$ cat src/rtl/id_ex_stage.sv
// ID/EX pipeline register of the RISC-V core.
// It takes the register-file read data and the decoded fields into EX.
// It adds a bypass from the write-back port, inserts a bubble on load-use,
// and supports flush and hold. A saturating counter tracks load-use bubbles.
module id_ex_stage #(
  parameter int XLEN = 32,
  parameter int PC_W = 32
) (
  input  logic            clk,
  input  logic            rst_n,
  input  logic            id_valid,
  input  logic [PC_W-1:0] id_pc,
  input  logic [4:0]      id_rs1,
  input  logic [4:0]      id_rs2,
  input  logic [4:0]      id_rd,
  input  logic [XLEN-1:0] id_imm,
  input  logic [6:0]      id_ctrl,
  input  logic [XLEN-1:0] rf_data1,
  input  logic [XLEN-1:0] rf_data2,
  input  logic            wb_reg_write,
  input  logic [4:0]      wb_rd,
  input  logic [XLEN-1:0] wb_data,
  input  logic            flush,
  input  logic            hold,
  output logic            stall_id,
  output logic            ex_valid,
  output logic [PC_W-1:0] ex_pc,
  output logic [4:0]      ex_rs1,
  output logic [4:0]      ex_rs2,
  output logic [4:0]      ex_rd,
  output logic [XLEN-1:0] ex_op1,
  output logic [XLEN-1:0] ex_op2,
  output logic [XLEN-1:0] ex_imm,
  output logic [6:0]      ex_ctrl,
  output logic [15:0]     bubble_cnt
);

  // Bit position of mem_read inside the packed control word.
  localparam int MEM_READ_BIT = 5;

  logic [XLEN-1:0] op1_sel;
  logic [XLEN-1:0] op2_sel;
  logic            lu;

  // Pick each operand. x0 is always zero. A write-back to the same register
  // on this edge overrides the stale register-file read.
  always_comb begin
    op1_sel = rf_data1;
    op2_sel = rf_data2;
    if (id_rs1 == 5'd0) begin
      op1_sel = '0;
    end else if (wb_reg_write && (wb_rd == id_rs1)) begin
      op1_sel = wb_data;
    end
    if (id_rs2 == 5'd0) begin
      op2_sel = '0;
    end else if (wb_reg_write && (wb_rd == id_rs2)) begin
      op2_sel = wb_data;
    end
  end

  // A load-use hazard occurs when the load in EX writes a register that decode needs.
  assign lu = id_valid & ex_valid & ex_ctrl[MEM_READ_BIT] & (ex_rd != 5'd0)
            & ((ex_rd == id_rs1) | (ex_rd == id_rs2));

  // A flush cancels the load-use stall, because upstream is being redirected anyway.
  assign stall_id = (lu & ~flush) | hold;

  // ID/EX register: flush beats hold, hold beats a load-use bubble, otherwise capture.
  always_ff @(posedge clk or negedge rst_n) begin
    if (!rst_n) begin
      ex_valid <= 1'b0;
      ex_pc    <= '0;
      ex_rs1   <= '0;
      ex_rs2   <= '0;
      ex_rd    <= '0;
      ex_op1   <= '0;
      ex_op2   <= '0;
      ex_imm   <= '0;
      ex_ctrl  <= '0;
    end else if (flush || (!hold && lu)) begin
      ex_valid <= 1'b0;
      ex_pc    <= '0;
      ex_rs1   <= '0;
      ex_rs2   <= '0;
      ex_rd    <= '0;
      ex_op1   <= '0;
      ex_op2   <= '0;
      ex_imm   <= '0;
      ex_ctrl  <= '0;
    end else if (!hold) begin
      ex_valid <= id_valid;
      ex_pc    <= id_pc;
      ex_rs1   <= id_rs1;
      ex_rs2   <= id_rs2;
      ex_rd    <= id_rd;
      ex_op1   <= op1_sel;
      ex_op2   <= op2_sel;
      ex_imm   <= id_imm;
      ex_ctrl  <= id_valid ? id_ctrl : 7'd0;
    end
  end

  // Count only the bubbles that load-use actually inserts, and stop at all-ones.
  always_ff @(posedge clk or negedge rst_n) begin
    if (!rst_n) begin
      bubble_cnt <= '0;
    end else if (lu && !flush && !hold && (bubble_cnt != 16'hFFFF)) begin
      bubble_cnt <= bubble_cnt + 16'd1;
    end
  end

endmodule

$ cat config.mk
export PLATFORM = sky130hd
export DESIGN_NAME = id_ex_stage
export DESIGN_NICKNAME = d
export VERILOG_FILES = /design/src/rtl/id_ex_stage.sv
export SDC_FILE = /design/constraint.sdc
export NUM_CORES = 1
export LEC_CHECK = 0
export ABC_AREA = 1
export CAP_MARGIN = 20
export CORE_MARGIN = 2
export CORE_UTILIZATION = 43
export DETAILED_ROUTE_END_ITERATION = 6
export PLACE_DENSITY = 0.82
export RECOVER_POWER = 50
export SYNTH_ARGS = -nofsm -noshare
export SYNTH_HDL_FRONTEND = slang
export SYNTH_SLANG_ARGS = --single-unit
$ cat constraint.sdc
create_clock -name clk -period 1.8 [get_ports clk]
set_input_delay 0.36 -clock clk [delete_from_list [all_inputs] [get_ports clk]]
set_output_delay 0.36 -clock clk [all_outputs]
set_load 0.01 [all_outputs]
* Yosys cells after proc, flatten, opt, wreduce, memory -nomap -nowiden
Index checks and enable logic that the tools add are counted.
Word-level totals: flip-flop bits (word level) 167, logic and storage cells 60, output and inout port bits 168, input port bits 193
Cells by class: multiplexer cells 23, bitwise logic cells 8, add/sub/neg operators 1, equality and inequality tests 6, reductions and logical operators 12
Operators with widths (count):
- 32-bit 2-to-1 mux | 12
- 5-bit 2-to-1 mux | 6
- 7-bit 2-to-1 mux | 3
- 5-bit == test | 4
- 16-bit by 1-bit adder with 16-bit output (second input constant) | 1
- 16-bit != test (second input constant) | 1
- 5-bit zero test | 2
- 1-bit logical AND | 6
- 1-bit bitwise AND | 5
- 5-bit nonzero test | 1
- 1-bit zero test | 2
- 1-bit 2-to-1 mux | 2
- 2-bit by 1-bit != test with 1-bit output (second input constant) | 1
- 1-bit OR | 2
- 1-bit logical OR | 1
- 1-bit inverter | 1

* Logic depth before layout (Yosys ltp)
Gate-level depths: netlist (run 1).
word-level depth 7, gate-level depth with buffers 11, mapped depth without buffers 10

* Worst setup path after synthesis (run 1)
No wires, ideal clock.
path type reg2reg, start point register bubble_cnt[1], end point register bubble_cnt[8], buffers on the path 1, setup slack 111 ps, setup time 121 ps, clock period less this slack 1689 ps, data required time 1679 ps, data arrival time 1568 ps, stages on the path, launching flop included 10, cells stage by stage dfrtp_1 ha_1 nand3_2 nor3_4 nand4_2 buf_6 nand4_1 inv_1 nand3_1 nand2_1
On the way: cells in the longest elaborated chain, start to end 2, elaborated cells between the ends (all ways) 3, those cells by class add/sub (1); eq/ne (1); reduce/logical (1)
RTL lines:
- from (decl) | RTL line 35 | output logic [15:0] bubble_cnt
- from (signal assigned) | RTL line 109 | bubble_cnt <= bubble_cnt + 16'd1;
- parallel branches: the longest is 2 deep, another holds 16-bit by 1-bit adder with 16-bit output
Several ways; the timed one is not identified. A chain may end at the register's enable or synchronous reset.

* Worst setup path after layout (run 1)
start point input port id_rs1[2], end point output port stall_id
On the way: cells in the longest elaborated chain, start to end 5
RTL lines:
- from (decl) | RTL line 13 | input logic [4:0] id_rs1,
- 5-bit == test | RTL line 64 | & ((ex_rd == id_rs1) | (ex_rd == id_rs2));
- 1-bit OR | RTL line 64
- 1-bit bitwise AND | RTL line 64
- 1-bit bitwise AND | RTL line 67 | assign stall_id = (lu & ~flush) | hold;
- 1-bit OR | RTL line 67
- to (decl) | RTL line 25 | output logic stall_id,
Every way passes these cells.

==> results, run 1 <==
- The flow ran to the end, but the final reports show violations.
- The final reports fail on negative setup slack.
- The leakage power is 6.89 nW.
- For the pin with the worst max-slew slack, the measured transition is 1.43 ns.
- The global-route met2 utilization is 0.495.
- For the final database, setup skew stands at 0.0160 ns.
- The number of antenna violations at the first check in global routing is 1.
- The tightest slew margin relative to the limit is 0.0487.
- Yosys printed 0 warnings.
- The slowest cell on the critical path is sky130_fd_sc_hd__clkdlybuf4s50_1.
- In the final design database the tool counted 1733 nets.
- The maximum clock frequency is 488 MHz.
- The number of detailed-routing iterations run before antenna repair is 5.
- CTS built an H-tree with a depth of 4.
- The number of instances on the worst hold path is 5.
- For the worst setup path, the data arrival time is 1.69 ns.
- Summing all non-filler instances in the final layout gives an area of 0.0144 sq mm.
- CTS placed an instance of sky130_fd_sc_hd__clkbuf_16 at the clock tree root.
- The most congested layer reported by global routing is met2.
- The length in cells of the worst reg-to-reg path is 11.
- The ratio of routed vias to standard cells is 5.41.
- The area share of the leading cell type in the synthesized netlist is 0.488.
- Counting flops and latches in the post-synthesis netlist gives 167.
- The total overflow left after global routing is 0.
- The count of pins on the block boundary is 361.
- The total vias in the final route is 9833.
- The power per cell area is 708 mW/mm^2.
- The most frequently used flop master after synthesis is sky130_fd_sc_hd__dfrtp_1.
- The count of input and output buffers is 360.
- The library cells used most frequently in the layout, excluding fill and tap cells, are sky130_fd_sc_hd__clkdlybuf4s50_1, sky130_fd_sc_hd__nand2_1, sky130_fd_sc_hd__dfrtp_1, sky130_fd_sc_hd__inv_1, sky130_fd_sc_hd__nand3_1.
- The cell area after synthesis is 0.00856 sq mm.
- Excluding fillers, the count of instances in the completed layout stands at 1818.
- STA classifies the critical path startpoint as an input pin.
- Of all nets on the critical path, the largest fanout is 3.
- The count of unresolved DRC violations after routing is 0.
- For this run, the total global-route usage over all layers was measured as 0.300.
- The count of endpoints failing setup in the final report is 102.
- The critical path's top delay family is buffers and inverters.
- Routability-driven placement finished with a final weighted congestion of 0.875.
- The die is 145 microns tall.
- The total number of placement rows is 51.
- The area growth from synthesis to layout is 68.3%.
- The critical path goes through clkdlybuf4s50_1 > inv_1 > nand2_1 > nand2_1 > nor2_1 > nand3_1 > nand2_2 > nand2_2 > o21ai_1 > buf_2.
- The routed design could run at a clock period as short as 2.05 ns.
- Counting every sink on the clock net gives 167.
- The setup path with the least slack is of type input pin to output pin.
- The buffer depth of the longest clock path is 2.
- The die area is 0.0211 sq mm.
- Setup repair after global routing could not meet its margin everywhere.
- The total wire length is 34800 microns.
- The area inside the core boundary is 0.0195 sq mm.
- The first routing iteration left 933 violations.
- The cell taking the most area after synthesis is sky130_fd_sc_hd__dfrtp_1.
- In this run the cell area measured after placement is 0.0129 sq mm.
- The worst-skew pair later-pin latency is 0.44 ns.
- The largest single stage delay on the critical path is 0.51 ns.
- The sequential fraction of the synthesis area is 0.488.
- The max-capacitance violation count is 0.
- The met3 usage in global routing is 0.0711.
- The count of nets left with antenna violations after detail routing is 0.
- The final count of hold timing violations is 0.
- The number of max-slew violations in the final report came to 0.
- The global-route wire length before repair is 50800 microns.
- By area the synthesized netlist is led by sky130_fd_sc_hd__dfrtp_1, sky130_fd_sc_hd__nand2_1, sky130_fd_sc_hd__a21oi_1, sky130_fd_sc_hd__inv_1, sky130_fd_sc_hd__nand3_1.
- The x dimension of the die is 145 microns.
- The pin count of the biggest net entering global routing is 163.
- The fraction of layout cells with a size suffix above 1 is 0.149.
- The wire-length estimate of the detail-placed layout is 22200 microns.
- The worst setup path is captured at an output pin.
- The global-route track usage on met1 is 0.381.
- The filler cell count in the final layout is 1413.
- The number of placed instances with taps included is 1750.
- The count of flip-flops with a built-in enable after synthesis is 0.
- The number of distinct standard cells referenced by the synthesized netlist is 28.
- The number of buffers added by the clock tree synthesis step is 17.
- The depth of the critical timing path with buffers and inverters included is 10.
- The initial utilization of the core area, before any placement, comes to 0.439.
- Counting both buffers and inverters, the worst setup path holds a total of 3.
- After layout, the worst setup slack is -0.248 ns.
- The library cell used most frequently in the layout, excluding fill and tap cells, is sky130_fd_sc_hd__clkdlybuf4s50_1.
- The worst voltage drop across the vdd grid is 653 uV.
- STA puts the critical path data required time at 1.44 ns.
- Dividing the final minimum period by the clock period gives 1.14.
- TritonCTS built the clock tree.
- The post-synth net total is 1324.
- The routed length per instance is 19.1 microns.
- After clock tree synthesis, the clock-pin slew on the worst setup and hold paths is 0.09 ns.
- Counting flops with an async set or reset pin after synthesis yields a share of 1.00.
- The per-instance average area after synthesis is 7.58 sq um.
- The post-synthesis cell count is 1130.
- The tightest min-delay check is of the input pin to flip-flop type.
- The via count of the first global-routing pass was 9460.
path summary, 6_finish.rpt:
path                              end        from  slack [ns]
setup / recovery             stall_id   id_rs1[2]       -0.25
hold / removal              ex_pc[20]        hold        0.42
setup reg to reg            ex_imm[0]    ex_rd[3]       -0.15
hold reg to reg            ex_op1[26]  ex_op1[26]        0.53
max in group asynchronous    ex_rd[0]       rst_n        0.07
min in group asynchronous  ex_op1[21]       rst_n        0.79
registers in the layout (all words and copies together) (netlist names):
signal and flops:
ex_valid 1, ex_pc 32, ex_rs1 5, ex_rs2 5, ex_rd 5, ex_imm 32, ex_op2 32, ex_op1 32
bubble_cnt 16, ex_ctrl 7
power by group:
| group | internal, W | switching [W] | total, W |
|---|---|---|---|
| sequential | 0.00393 | 0.000111 | 0.00404 |
| combinational | 0.00113 | 0.00105 | 0.00218 |
| clock | 0.00206 | 0.00193 | 0.00399 |
| total | 0.00712 | 0.00309 | 0.0102 |
routing by layer:
layer  routed length, microns  vias up
li1                         -     4470
met2                    16900      533
met1                    13700     4733
met3                     2730       97
met5                        0        -
met4                     1460        0
cell usage after synthesis, types with 3 or more instances:
library cell                 n
sky130_fd_sc_hd__a21oi_1   144
sky130_fd_sc_hd__buf_2      18
sky130_fd_sc_hd__buf_6       9
sky130_fd_sc_hd__clkbuf_1   46
sky130_fd_sc_hd__dfrtp_1   167
sky130_fd_sc_hd__inv_1     140
sky130_fd_sc_hd__inv_2      12
sky130_fd_sc_hd__nand2_1   331
sky130_fd_sc_hd__nand3_1   100
sky130_fd_sc_hd__nand4_1    72
sky130_fd_sc_hd__nor2_1     36
sky130_fd_sc_hd__nor3_1      3
sky130_fd_sc_hd__o21ai_0    13
sky130_fd_sc_hd__o21bai_1   17
sky130_fd_sc_hd__o22ai_1     4
kinds of logic after synthesis:
group	Yosys count	synth area share
AO/OA/AOI/OAI	179	0.111
buffers and inverters	227	0.110
AND/OR/NAND/NOR	552	0.285
XOR/XNOR	4	0.00409
flip-flops	167	0.488
adder cells (fa/ha/maj)	1	0.00146
timing repair:
item                                    CTS  global route
setup buffers                             9             4
hold buffers                              1             0
pin swaps                                 6             6
endpoints found under the hold margin    39             0
endpoints found under the setup margin  155           181
resized for setup                        30            85
cloned                                    5            16
final cells by class:
cell class	instances	area, sq um	area share
inverters	152	571	0.0396
repair buffers	465	4980	0.345
flip-flops and latches	167	4180	0.290
diodes	1	2.50	0.000174
clock inverters	15	213	0.0148
clock buffers	17	425	0.0295
well taps	265	332	0.0230
multi-input cells	736	3710	0.258
through the flow:
stage / TNS, ns / worst slack [ns] / hold WS, ns / util / total power (W)
after CTS: -0.311 / -0.288 / 0.416 / 0.705 / 0.0100
after global placement: -66.18 / -0.707 / 0.351 / 0.659 / 0.00600
after floorplan: 0 / 0.111 / 0.0644 / - / 0.00480
after global routing: -22.11 / -0.336 / 0.439 / 0.738 / 0.0106
final: -2.60 / -0.248 / 0.424 / 0.738 / 0.0102
after detailed placement: -71.53 / -0.738 / 0.349 / 0.659 / 0.00603
tightest hold or removal path, cell delays in order:
cell and delay (ns):
sky130_fd_sc_hd__buf_4 0.11, sky130_fd_sc_hd__inv_2 0.05, sky130_fd_sc_hd__buf_12 0.18, sky130_fd_sc_hd__nand2_1 0.07, sky130_fd_sc_hd__a21oi_1 0.05
Note: power is estimated with default switching activity, not from simulation.
==> inputs of run 2 (changes only) <==
--- a/config.mk
+++ b/config.mk
@@ -10,6 +10,7 @@
 export CORE_MARGIN = 2
 export CORE_UTILIZATION = 43
 export DETAILED_ROUTE_END_ITERATION = 6
+export HOLD_SLACK_MARGIN = 0.06
 export PLACE_DENSITY = 0.82
 export RECOVER_POWER = 50
 export SYNTH_ARGS = -nofsm -noshare
==> results of run 2 <==
The final DEF is identical to that of run 1; final timing and power are the same.
==> inputs of run 3 (changes only) <==
==> constraint.sdc (replaced) <==
create_clock -name clk -period 2.15 [get_ports clk]
set_input_delay 0.43 -clock clk [delete_from_list [all_inputs] [get_ports clk]]
set_output_delay 0.43 -clock clk [all_outputs]
set_load 0.01 [all_outputs]
==> results, run 3 (synthesis gave the netlist of run 1 again) <==
- Between clock sinks in the finished design, the worst skew comes to 0.00918 ns.
- The slowest cell on the critical path is sky130_fd_sc_hd__dfrtp_1.
- The fraction of layout cells with a size suffix above 1 is 0.0888.
- The number of sinks on the clock net is 167.
- The worst min-delay path class is flip-flop to flip-flop.
- For this run, the detailed router's first-pass iteration total came to 6.
- The congestion estimate from routability-driven global placement came to 0.888.
- The worst-skew pair later-pin latency is 0.43 ns.
- The largest fanout of any net on the critical path is 4.
- Once placement finished, the instance area stood at 0.0128 sq mm.
- Subtracting the final worst setup slack from the clock period gives 2.12 ns.
- The x dimension of the die is 145 microns.
- The combined buffer and inverter count along the critical path is 2.
- The number of antenna violations at the first check in global routing is 2.
- The most critical setup path has its startpoint at ex_rd[2].
- Summing over every cut layer, the via total after detailed routing is 9213.
- By startpoint and endpoint, the worst setup path is classified as flip-flop to output pin.
- Dividing the final minimum period by the clock period gives 0.987.
- During placement, the flow inserted port buffers numbering 360.
- The worst voltage drop across the vdd grid is 550 uV.
- The start point of the worst hold path is ex_ctrl[2].
- After detailed routing, the total wire length is 30200 microns.
- The H-tree generated during clock tree synthesis spans 4 levels.
- The signal on the critical path passes through inv_2 > nand2_2 > nand2_1 > nor2_1 > nand3_1 > nand2_2 > nand2_1 > o21ai_1 > buf_2.
- After global routing the overflow that remains totals 0.
- The kind of start point of the critical path is a flip-flop.
- For this run, design rule violations remaining after detail routing come to 0.
- The max-capacitance violation count is 0.
- The total global routing track utilization is 0.284.
- The ratio of routed vias to standard cells is 5.19.
- The leakage power is 6.59 nW.
- For this design the top-level I/O count stands at 361.
- In this run the tightest slew margin relative to its limit is 0.380.
- The clock passes through at most 2 buffers.
- In this run the standard cell core region covers 0.0195 sq mm.
- The starting density of the core is 0.439.
- The critical path's top delay family is simple AND/OR/NAND/NOR gates.
- The finished cells cover 0.0134 sq mm.
- The filler cells instantiated in the layout total 1602.
- After the last flow step, the layout net total stands at 1692.
- The TritonCTS clock tree is yes.
- The global-route wire length before repair is 47900 microns.
- The number of design-rule violations left by the first detailed-router iteration is 590.
- The floorplan has 51 rows.
- The library cell used most frequently in the layout, excluding fill and tap cells, is sky130_fd_sc_hd__nand2_1.
- The utilization after layout is 0.685.
- The routed length per instance is 17.0 microns.
- For the worst setup path, the data required time is 1.72 ns.
- Leaving out fill and tap cells, the most frequent cells in the layout are sky130_fd_sc_hd__nand2_1, sky130_fd_sc_hd__clkdlybuf4s50_1, sky130_fd_sc_hd__dfrtp_1, sky130_fd_sc_hd__a21oi_1, sky130_fd_sc_hd__inv_1.
- The pin count of the biggest net entering global routing is 163.
- The area added between synthesis and finish is 56.2%.
- In this design, the stage delay of the slowest critical-path cell is 0.42 ns.
- At the pin with the least slew margin, the transition time is 0.931 ns.
- The number of max-slew violations in the final report is 0.
- The maximum clock frequency is 471 MHz.
- Data arrives at the worst endpoint at 1.69 ns.
- The cell sitting at the root of the clock tree is a sky130_fd_sc_hd__clkbuf_16.
- The run finished with clean final reports.
- The number of buffers added by the clock tree synthesis step is 17.
- The die area is 0.0211 sq mm.
- The power per cell area is 596 mW/mm^2.
- The final count of hold timing violations is 0.
- The clock edge transition at the registers on the reported setup and hold paths is 0.07 ns.
- Setup violations remaining at the end of the flow were counted as 0.
- The detailed-placement wirelength estimate is 21900 microns.
- Setup repair after global routing could not meet its margin everywhere.
- Final hold analysis gives a worst-case slack of 0.526 ns.
- The start of the worst register-to-register path is ex_rd[2].
- The via count of the first global-routing pass came to 9009.
- Once detail routing completed, the nets flagged for antenna violations numbered 0.
- STA classifies the critical path endpoint as an output pin.
- The die is 145 microns tall.
-- run 3: cell types whose count changed in the layout (fill, tap and decap cells not counted), moves of 4 or more --
cell / previous run / this run
sky130_fd_sc_hd__buf_16: 6 / 0
sky130_fd_sc_hd__clkinv_8: 4 / 0
sky130_fd_sc_hd__a21oi_1: 87 / 143
sky130_fd_sc_hd__dlymetal6s2s_1: 10 / 4
sky130_fd_sc_hd__buf_12: 17 / 13
sky130_fd_sc_hd__buf_8: 4 / 0
sky130_fd_sc_hd__dlygate4sd3_1: 1 / 82
sky130_fd_sc_hd__inv_8: 6 / 2
sky130_fd_sc_hd__buf_4: 64 / 46
sky130_fd_sc_hd__a21oi_2: 57 / 2
sky130_fd_sc_hd__clkdlybuf4s50_1: 338 / 267
sky130_fd_sc_hd__clkbuf_16: 29 / 17
-- run 3: power breakdown --
part | total, W | switching (W) | internal, W
combinational | 0.00157 | 0.000771 | 0.000800
clock | 0.00303 | 0.00135 | 0.00168
sequential | 0.00338 | 0.0000877 | 0.00329
total | 0.00798 | 0.00221 | 0.00577
-- run 3: metrics by stage --
| stage | worst slack [ns] | cells | setup TNS [ns] | total power, W |
|---|---|---|---|---|
| floorplan | 0.366 | 1130 | 0 | 0.00402 |
| global placement | -0.504 | 1739 | -23.12 | 0.00501 |
| detailed placement | -0.532 | 1739 | -27.53 | 0.00504 |
| CTS | 0.000979 | 1771 | 0 | 0.00806 |
| global route | -0.0788 | 1776 | -0.108 | 0.00830 |
| finish | 0.0273 | 1776 | 0 | 0.00798 |
-- run 3: per-layer routing --
| metal | GRT usage | routed length (microns) | vias up |
|---|---|---|---|
| met1 | 0.359 | 12200 | 4344 |
| met3 | 0.0695 | 2240 | 70 |
| met5 | 0 | 0 | - |
| met2 | 0.465 | 14600 | 404 |
| met4 | 0.125 | 1130 | 0 |
| li1 | - | - | 4395 |
-- run 3: worst paths after layout --
| kind | to | slack [ns] | cells after the start |
|---|---|---|---|
| setup / recovery | stall_id | 0.03 | 9 |
| max in group asynchronous | bubble_cnt[2] | 0.26 | 3 |
| setup reg to reg | ex_op1[31] | 0.23 | 12 |
| hold reg to reg | ex_ctrl[2] | 0.53 | 2 |
| min in group asynchronous | ex_op1[21] | 0.68 | 2 |
| hold / removal | ex_ctrl[2] | 0.53 | 2 |
-- run 3: timing repair --
action | 4_1_cts | 5_1_grt
buffers inserted | 1 | 3
hold buffers | 1 | 0
cloned | 0 | 0
setup endpoints to repair | 1 | 1
hold endpoints to repair | 30 | 0
pin swaps | 2 | 11
resized for setup | 12 | 15
-- run 3: layout make-up --
class                   count  area (sq um)  share of cell area
diodes                      2          5.00            0.000374
clock buffers              19           453              0.0338
clock inverters            11           116             0.00870
inverters                 152           571              0.0426
multi-input cells         736          3490               0.261
flip-flops and latches    167          4180               0.312
well taps                 265           332              0.0248
repair buffers            424          4240               0.317
-- run 3: worst reg2reg max path, delay by kind of cell (launching register included) --
family                 cells  cell delay, ns
buffers and inverters      4            0.54
AOI/OAI and AO/OA          1            0.13
DFF                        1            0.42
and+or+nand+nor            7            0.70
